<file path="config.mk">
export PLATFORM = sky130hd
export DESIGN_NAME = vec_result_writeback
export DESIGN_NICKNAME = d
export VERILOG_FILES = /design/src/rtl/vecunit_pkg.sv /design/src/rtl/vec_res_fifo.sv /design/src/rtl/vec_result_writeback.sv
export SDC_FILE = /design/constraint.sdc
export NUM_CORES = 1
export LEC_CHECK = 0
export ABC_AREA = 1
export CAP_MARGIN = 20
export CORE_ASPECT_RATIO = 0.9
export CORE_UTILIZATION = 50
export CTS_CLUSTER_SIZE = 16
export DETAILED_ROUTE_END_ITERATION = 7
export PLACE_DENSITY_LB_ADDON = 0.2
export SYNTH_ARGS = -nofsm -noshare
export SYNTH_HDL_FRONTEND = slang
export SYNTH_HIERARCHICAL = 1
export SYNTH_SLANG_ARGS = --single-unit
export TNS_END_PERCENT = 20
</file>
<file path="constraint.sdc">
create_clock -name clk -period 9.9 [get_ports clk]
set_input_delay 1.98 -clock clk [delete_from_list [all_inputs] [get_ports clk]]
set_output_delay 1.98 -clock clk [all_outputs]
set_load 0.02 [all_outputs]
</file>
<file path="src/rtl/vecunit_pkg.sv">
// Shared types and field positions for the vector result writeback stage.
package vecunit_pkg;
  localparam int RES_W         = 34;
  localparam int RES_VALID_BIT = 33;
  localparam int RES_MASK_BIT  = 32;

  typedef enum logic [1:0] {
    ST_IDLE = 2'd0,
    ST_RUN  = 2'd1,
    ST_DONE = 2'd2
  } wb_state_e;

  typedef struct packed {
    logic        mask;
    logic [31:0] data;
  } wb_ent_t;
endpackage

</file>
<file path="src/rtl/vec_res_fifo.sv">
// Synchronous result FIFO; pointers carry an extra wrap bit to tell full from empty.
module vec_res_fifo
  import vecunit_pkg::*;
#(
  parameter int DEPTH = 4
) (
  input  logic    clk,
  input  logic    rst,
  input  logic    push_i,
  input  wb_ent_t din_i,
  input  logic    pop_i,
  output wb_ent_t head_o,
  output logic    full_o,
  output logic    empty_o
);
  localparam int AW = $clog2(DEPTH);
  localparam logic [AW:0] PTR_ONE = 1;

  wb_ent_t     mem_q [DEPTH];
  logic [AW:0] wptr_q, rptr_q;

  assign empty_o = (wptr_q == rptr_q);
  assign full_o  = (wptr_q[AW] != rptr_q[AW]) && (wptr_q[AW-1:0] == rptr_q[AW-1:0]);
  assign head_o  = mem_q[rptr_q[AW-1:0]];

  // Storage is cleared too so the head (and thus write data) reads zero after reset.
  always_ff @(posedge clk or posedge rst) begin
    if (rst) begin
      wptr_q <= '0;
      rptr_q <= '0;
      for (int i = 0; i < DEPTH; i++) mem_q[i] <= '0;
    end else begin
      if (push_i && !full_o) begin
        mem_q[wptr_q[AW-1:0]] <= din_i;
        wptr_q                <= wptr_q + PTR_ONE;
      end
      if (pop_i && !empty_o) rptr_q <= rptr_q + PTR_ONE;
    end
  end
endmodule

</file>
<file path="src/rtl/vec_result_writeback.sv">
// Buffers per-element results and writes mask-enabled ones to the VRF.
// Optional skipped-element counter enabled by VEC_WB_SKIP_CNT_EN.
module vec_result_writeback
  import vecunit_pkg::*;
#(
  parameter int DEPTH    = 4,
  parameter int VLEN_MAX = 32,
  parameter int IDX_W    = 5
) (
  input  logic             clk,
  input  logic             rst,
  input  logic             start_i,
  input  logic [4:0]       vd_i,
  input  logic [IDX_W:0]   vl_i,
  input  logic [RES_W-1:0] res_i,
  output logic             res_ready_o,
  output logic             wr_valid_o,
  input  logic             wr_ready_i,
  output logic [4:0]       wr_vd_o,
  output logic [IDX_W-1:0] wr_idx_o,
  output logic [31:0]      wr_data_o,
  output logic             busy_o,
`ifdef VEC_WB_SKIP_CNT_EN
  output logic [IDX_W:0]   skip_cnt_o,
`endif
  output logic             done_o
);
  localparam logic [IDX_W:0]   VL_MAX  = (IDX_W+1)'(VLEN_MAX);
  localparam logic [IDX_W:0]   VL_ONE  = 1;
  localparam logic [IDX_W-1:0] IDX_ONE = 1;

  wb_state_e        state_q;
  logic [4:0]       vd_q;
  logic [IDX_W:0]   vl_q;
  logic [IDX_W-1:0] idx_q;

  wb_ent_t head, din;
  logic    full, empty, push, pop, in_run, last;
  logic [IDX_W:0] vl_clamp;

  assign din      = '{mask: res_i[RES_MASK_BIT], data: res_i[31:0]};
  assign push     = res_i[RES_VALID_BIT] && !full;
  assign in_run   = (state_q == ST_RUN);
  // Masked-off heads retire without waiting on the register file.
  assign pop      = in_run && !empty && (!head.mask || wr_ready_i);
  assign last     = ({1'b0, idx_q} == (vl_q - VL_ONE));
  assign vl_clamp = (vl_i > VL_MAX) ? VL_MAX : vl_i;

  vec_res_fifo #(.DEPTH(DEPTH)) u_fifo (
    .clk    (clk),
    .rst    (rst),
    .push_i (push),
    .din_i  (din),
    .pop_i  (pop),
    .head_o (head),
    .full_o (full),
    .empty_o(empty)
  );

  assign res_ready_o = !full;
  assign wr_valid_o  = in_run && !empty && head.mask;
  assign wr_vd_o     = vd_q;
  assign wr_idx_o    = idx_q;
  assign wr_data_o   = head.data;
  assign busy_o      = (state_q != ST_IDLE);
  assign done_o      = (state_q == ST_DONE);

  always_ff @(posedge clk or posedge rst) begin
    if (rst) begin
      state_q <= ST_IDLE;
      vd_q    <= '0;
      vl_q    <= '0;
      idx_q   <= '0;
    end else begin
      case (state_q)
        ST_IDLE: if (start_i) begin
          vd_q    <= vd_i;
          vl_q    <= vl_clamp;
          idx_q   <= '0;
          state_q <= (vl_i == '0) ? ST_DONE : ST_RUN;
        end
        ST_RUN: if (pop) begin
          idx_q <= idx_q + IDX_ONE;
          if (last) state_q <= ST_DONE;
        end
        ST_DONE: state_q <= ST_IDLE;
        default: state_q <= ST_IDLE;
      endcase
    end
  end

`ifdef VEC_WB_SKIP_CNT_EN
  logic [IDX_W:0] skip_cnt_q;
  assign skip_cnt_o = skip_cnt_q;

  always_ff @(posedge clk or posedge rst) begin
    if (rst)                               skip_cnt_q <= '0;
    else if (state_q == ST_IDLE && start_i) skip_cnt_q <= '0;
    else if (pop && !head.mask)            skip_cnt_q <= skip_cnt_q + VL_ONE;
  end
`endif
endmodule

</file>
==> impl_metrics.json <==
{
  "synthDistinctLibCells": 30,
  "setup_violations": 0,
  "grt_max_degree": 108,
  "yosys-top-cells-area": "dfrtp_1 50%, nand2_1 16%, nand4_1 11%",
  "dieArea_um2": 16050,
  "gp_congestion": 0.8116,
  "seq_area_frac_synth_pct": 50.23,
  "worstPathArrival_ns": 3.02,
  "core_region_area_um2": 14920,
  "drive_gt1_share_pct": 7.274,
  "final_cell_area_um2": 9325,
  "fillers": 1321,
  "synth_top_family_by_area": "simple AND/OR/NAND/NOR gates",
  "period_minus_slack_ns": 4.996,
  "p_per_area_nw_per_um2": 378.2,
  "grt_pass1_wl_um": 33980,
  "vias_per_cell": 5.711,
  "maxSlewViolCount": 0,
  "worst_slew_pin_slew_ns": 1.102,
  "place_area_um2": 8685,
  "ios": 95,
  "numPortBuffers": 94,
  "rsz0062_at_grt": "false",
  "grt_pass1_vias": 6428,
  "met2_length_um": 9484,
  "wl_met3_um": 1206,
  "drt-wirelength-per-cell_um": 16.94,
  "first_pass_iters": 5,
  "cts_tree": "built",
  "path_clk_slew_ns": 0.06,
  "antenna_found_initial": 0,
  "clk_latency_ns": 0.43,
  "vias": 7019,
  "grt_overflow_total": 0,
  "antenna_cells": 0,
  "synth.top_cells.by_count": "336 x nand2_1, 156 x dfrtp_1, 135 x nand4_1",
  "cts.sinks": 156,
  "syn_area_um2": 7771,
  "nets": 1074,
  "routedLengthMet1_um": 9780,
  "synth.mux.area_fraction_pct": 0,
  "start_kind": "register",
  "layout-area-overhead-vs-synth_pct": 20.00,
  "async_flop_share_pct": 100.0,
  "dr.max_layer_used": "met4",
  "synth_top_area_cell": "dfrtp_1",
  "total_power_mw": 3.527,
  "postSynthCellCount": 974,
  "hold_path_class": "register to register",
  "final_core_util_pct": 62.48,
  "postSynthAreaPerCell_um2": 7.979,
  "cp_slowest_cell": "clkdlybuf4s50_1",
  "worstPathRequired_ns": 7.92,
  "cts_resized": 0,
  "h-tree-depth": 4,
  "synth-main-ff-cell": "dfrtp_1",
  "synth_edf_count": 0,
  "status": "completed",
  "max_stage_delay_ns": 0.61,
  "ir_worst_vdd_mv": 0.2718,
  "synth_compound_area_share_pct": 8.099,
  "crit_fanout": 69,
  "crit_chain": "buf_4, xnor2_1, nand3b_1, inv_1, nand3b_2, nor2_1, clkdlybuf4s50_1",
  "fin_crit_sh_pct": 50.47,
  "die_y_um": 120.3,
  "detail-route-antenna-nets": 0,
  "cts_made_buffers": 17,
  "cts_setup_buffers": 0,
  "fin_skew_ns": 0.009226,
  "dr.first_iter.drc_count": 706,
  "synthSimpleGateAreaFrac_pct": 33.88,
  "drv_cap": 0,
  "crit_type": "register to output pin",
  "drc": 0,
  "end_kind": "output pin",
  "synth_xor_area_share_pct": 0.3381,
  "setup-tns-final_ns": 0,
  "p_leak_nw": 4.555,
  "hpwlAfterDp_um": 11290,
  "synth_nets": 1030,
  "grtUsageTotal_pct": 27.16,
  "synth_seq_cells": 156,
  "root_buffer": "clkbuf_16",
  "slew_headroom_pct": 26.55,
  "multiInputGateArea_um2": 3391,
  "finalWirelength_um": 20820,
  "fmax_mhz": 200.1,
  "synth_most_common_cell": "nand2_1",
  "hold_viol_final": 0,
  "synthDominantCellAreaShare_pct": 50.23,
  "ys_warn_count": 6,
  "die_w_um": 133.4,
  "clockBufferDepth": 2,
  "regArea_um2": 3905,
  "ctsHoldBuffers": 0,
  "rows": 42,
  "synthAdderAreaFrac_pct": 1.127,
  "start_util_pct": 52.07
}
power breakdown:
part / switching [mW] / leakage [nW] / internal [mW]
combinational: 1.15 / 2.30 / 0.634
sequential: 0.158 / 1.96 / 0.927
clock: 0.254 / 0.296 / 0.400
cell usage in the layout (no fill, tap or decap), types with 2 or more instances in the layout:
cell             synthesis  final
nand4_1                135    135
clkbuf_16                0     17
nor2_4                   5      6
xor2_1                   2      2
nand3_2                  6      5
dfrtp_1                156    155
nor2_1                  76     75
bufinv_16                0      3
o22ai_1                 35     35
ha_1                     7      7
nor2_2                   2      2
clkinv_4                 0      2
clkdlybuf4s50_1          0     94
inv_2                    9     10
a21oi_1                  3      3
nor3_1                   2      2
o21ai_1                  7      7
o21ai_0                 67     67
nand2_2                  3      3
nand3_1                 13     13
nand2_1                336    336
buf_4                    2      9
inv_4                    1      2
clkinv_2                 0      7
inv_1                   24     22
path summary, 6_finish.rpt:
kind | startpoint | depth (start not counted) | end | slack (ns)
max | u_fifo/rptr_q[0]$_DFFE_PP0P_ | 7 | wr_valid_o | 4.90
min | u_fifo/mem_q[37]$_DFFE_PP0P_ | 2 | u_fifo/mem_q[37]$_DFFE_PP0P_ | 0.46
max reg2reg | u_fifo/rptr_q[0]$_DFFE_PP0P_ | 7 | u_fifo/mem_q[20]$_DFFE_PP0P_ | 5.81
min reg2reg | u_fifo/mem_q[37]$_DFFE_PP0P_ | 2 | u_fifo/mem_q[37]$_DFFE_PP0P_ | 0.46
max in group asynchronous | rst | 3 | u_fifo/mem_q[68]$_DFFE_PP0P_ | 6.94
min in group asynchronous | rst | 2 | u_fifo/mem_q[126]$_DFFE_PP0P_ | 1.93
routing by layer:
layer  track usage (%)  vias to the layer above
met1             39.08                     3344
met3             4.864                       31
li1                  -                     3397
met5                 0                        -
met2             40.92                      247
met4             10.30                        0
worst max-delay path: cells and delay by family, from the launching register on:
kind | cells | cell delay (ns)
AND/OR/NAND/NOR | 3 | 0.66
XOR/XNOR | 1 | 0.27
buffers and inverters | 3 | 1.28
flip-flops | 1 | 0.37
area by class of cell:
class                           count  share of cell area [%]
Clock buffer                       19                   4.750
Clock inverter                     13                   1.610
Inverter                           34                   1.422
Multi-Input combinational cell    704                   36.36
Sequential cell                   156                   41.88
Tap cell                          198                   2.657
Timing Repair Buffer              105                   11.32
through the flow:
stage | setup slack (ns) | hold WS [ns] | cells
after floorplan | 4.224 | 0.4366 | 974
after global placement | 5.328 | 0.4475 | 1195
after detailed placement | 5.321 | 0.4534 | 1195
after CTS | 4.887 | 0.4675 | 1227
after global routing | 4.781 | 0.4785 | 1229
final | 4.904 | 0.4642 | 1229
cells by family (layout without fill, tap and decap cells):
| group | count (synthesis) | count (layout) |
|---|---|---|
| AOI/OAI and AO/OA | 114 | 114 |
| and+or+nand+nor | 580 | 580 |
| buffers and inverters | 114 | 171 |
| xor gates and xnor gates | 3 | 3 |
| DFF | 156 | 156 |
| adders and majority gates | 7 | 7 |
flip-flops by register name (all words and copies together), names as in the netlist:
signal	cells
u_fifo/rptr_q	3
u_fifo/wptr_q	3
vl_q	6
wr_vd_o	5
wr_idx_o	5
u_fifo/mem_q	132
state_q	2
Note: power is estimated with default switching activity, not from simulation.
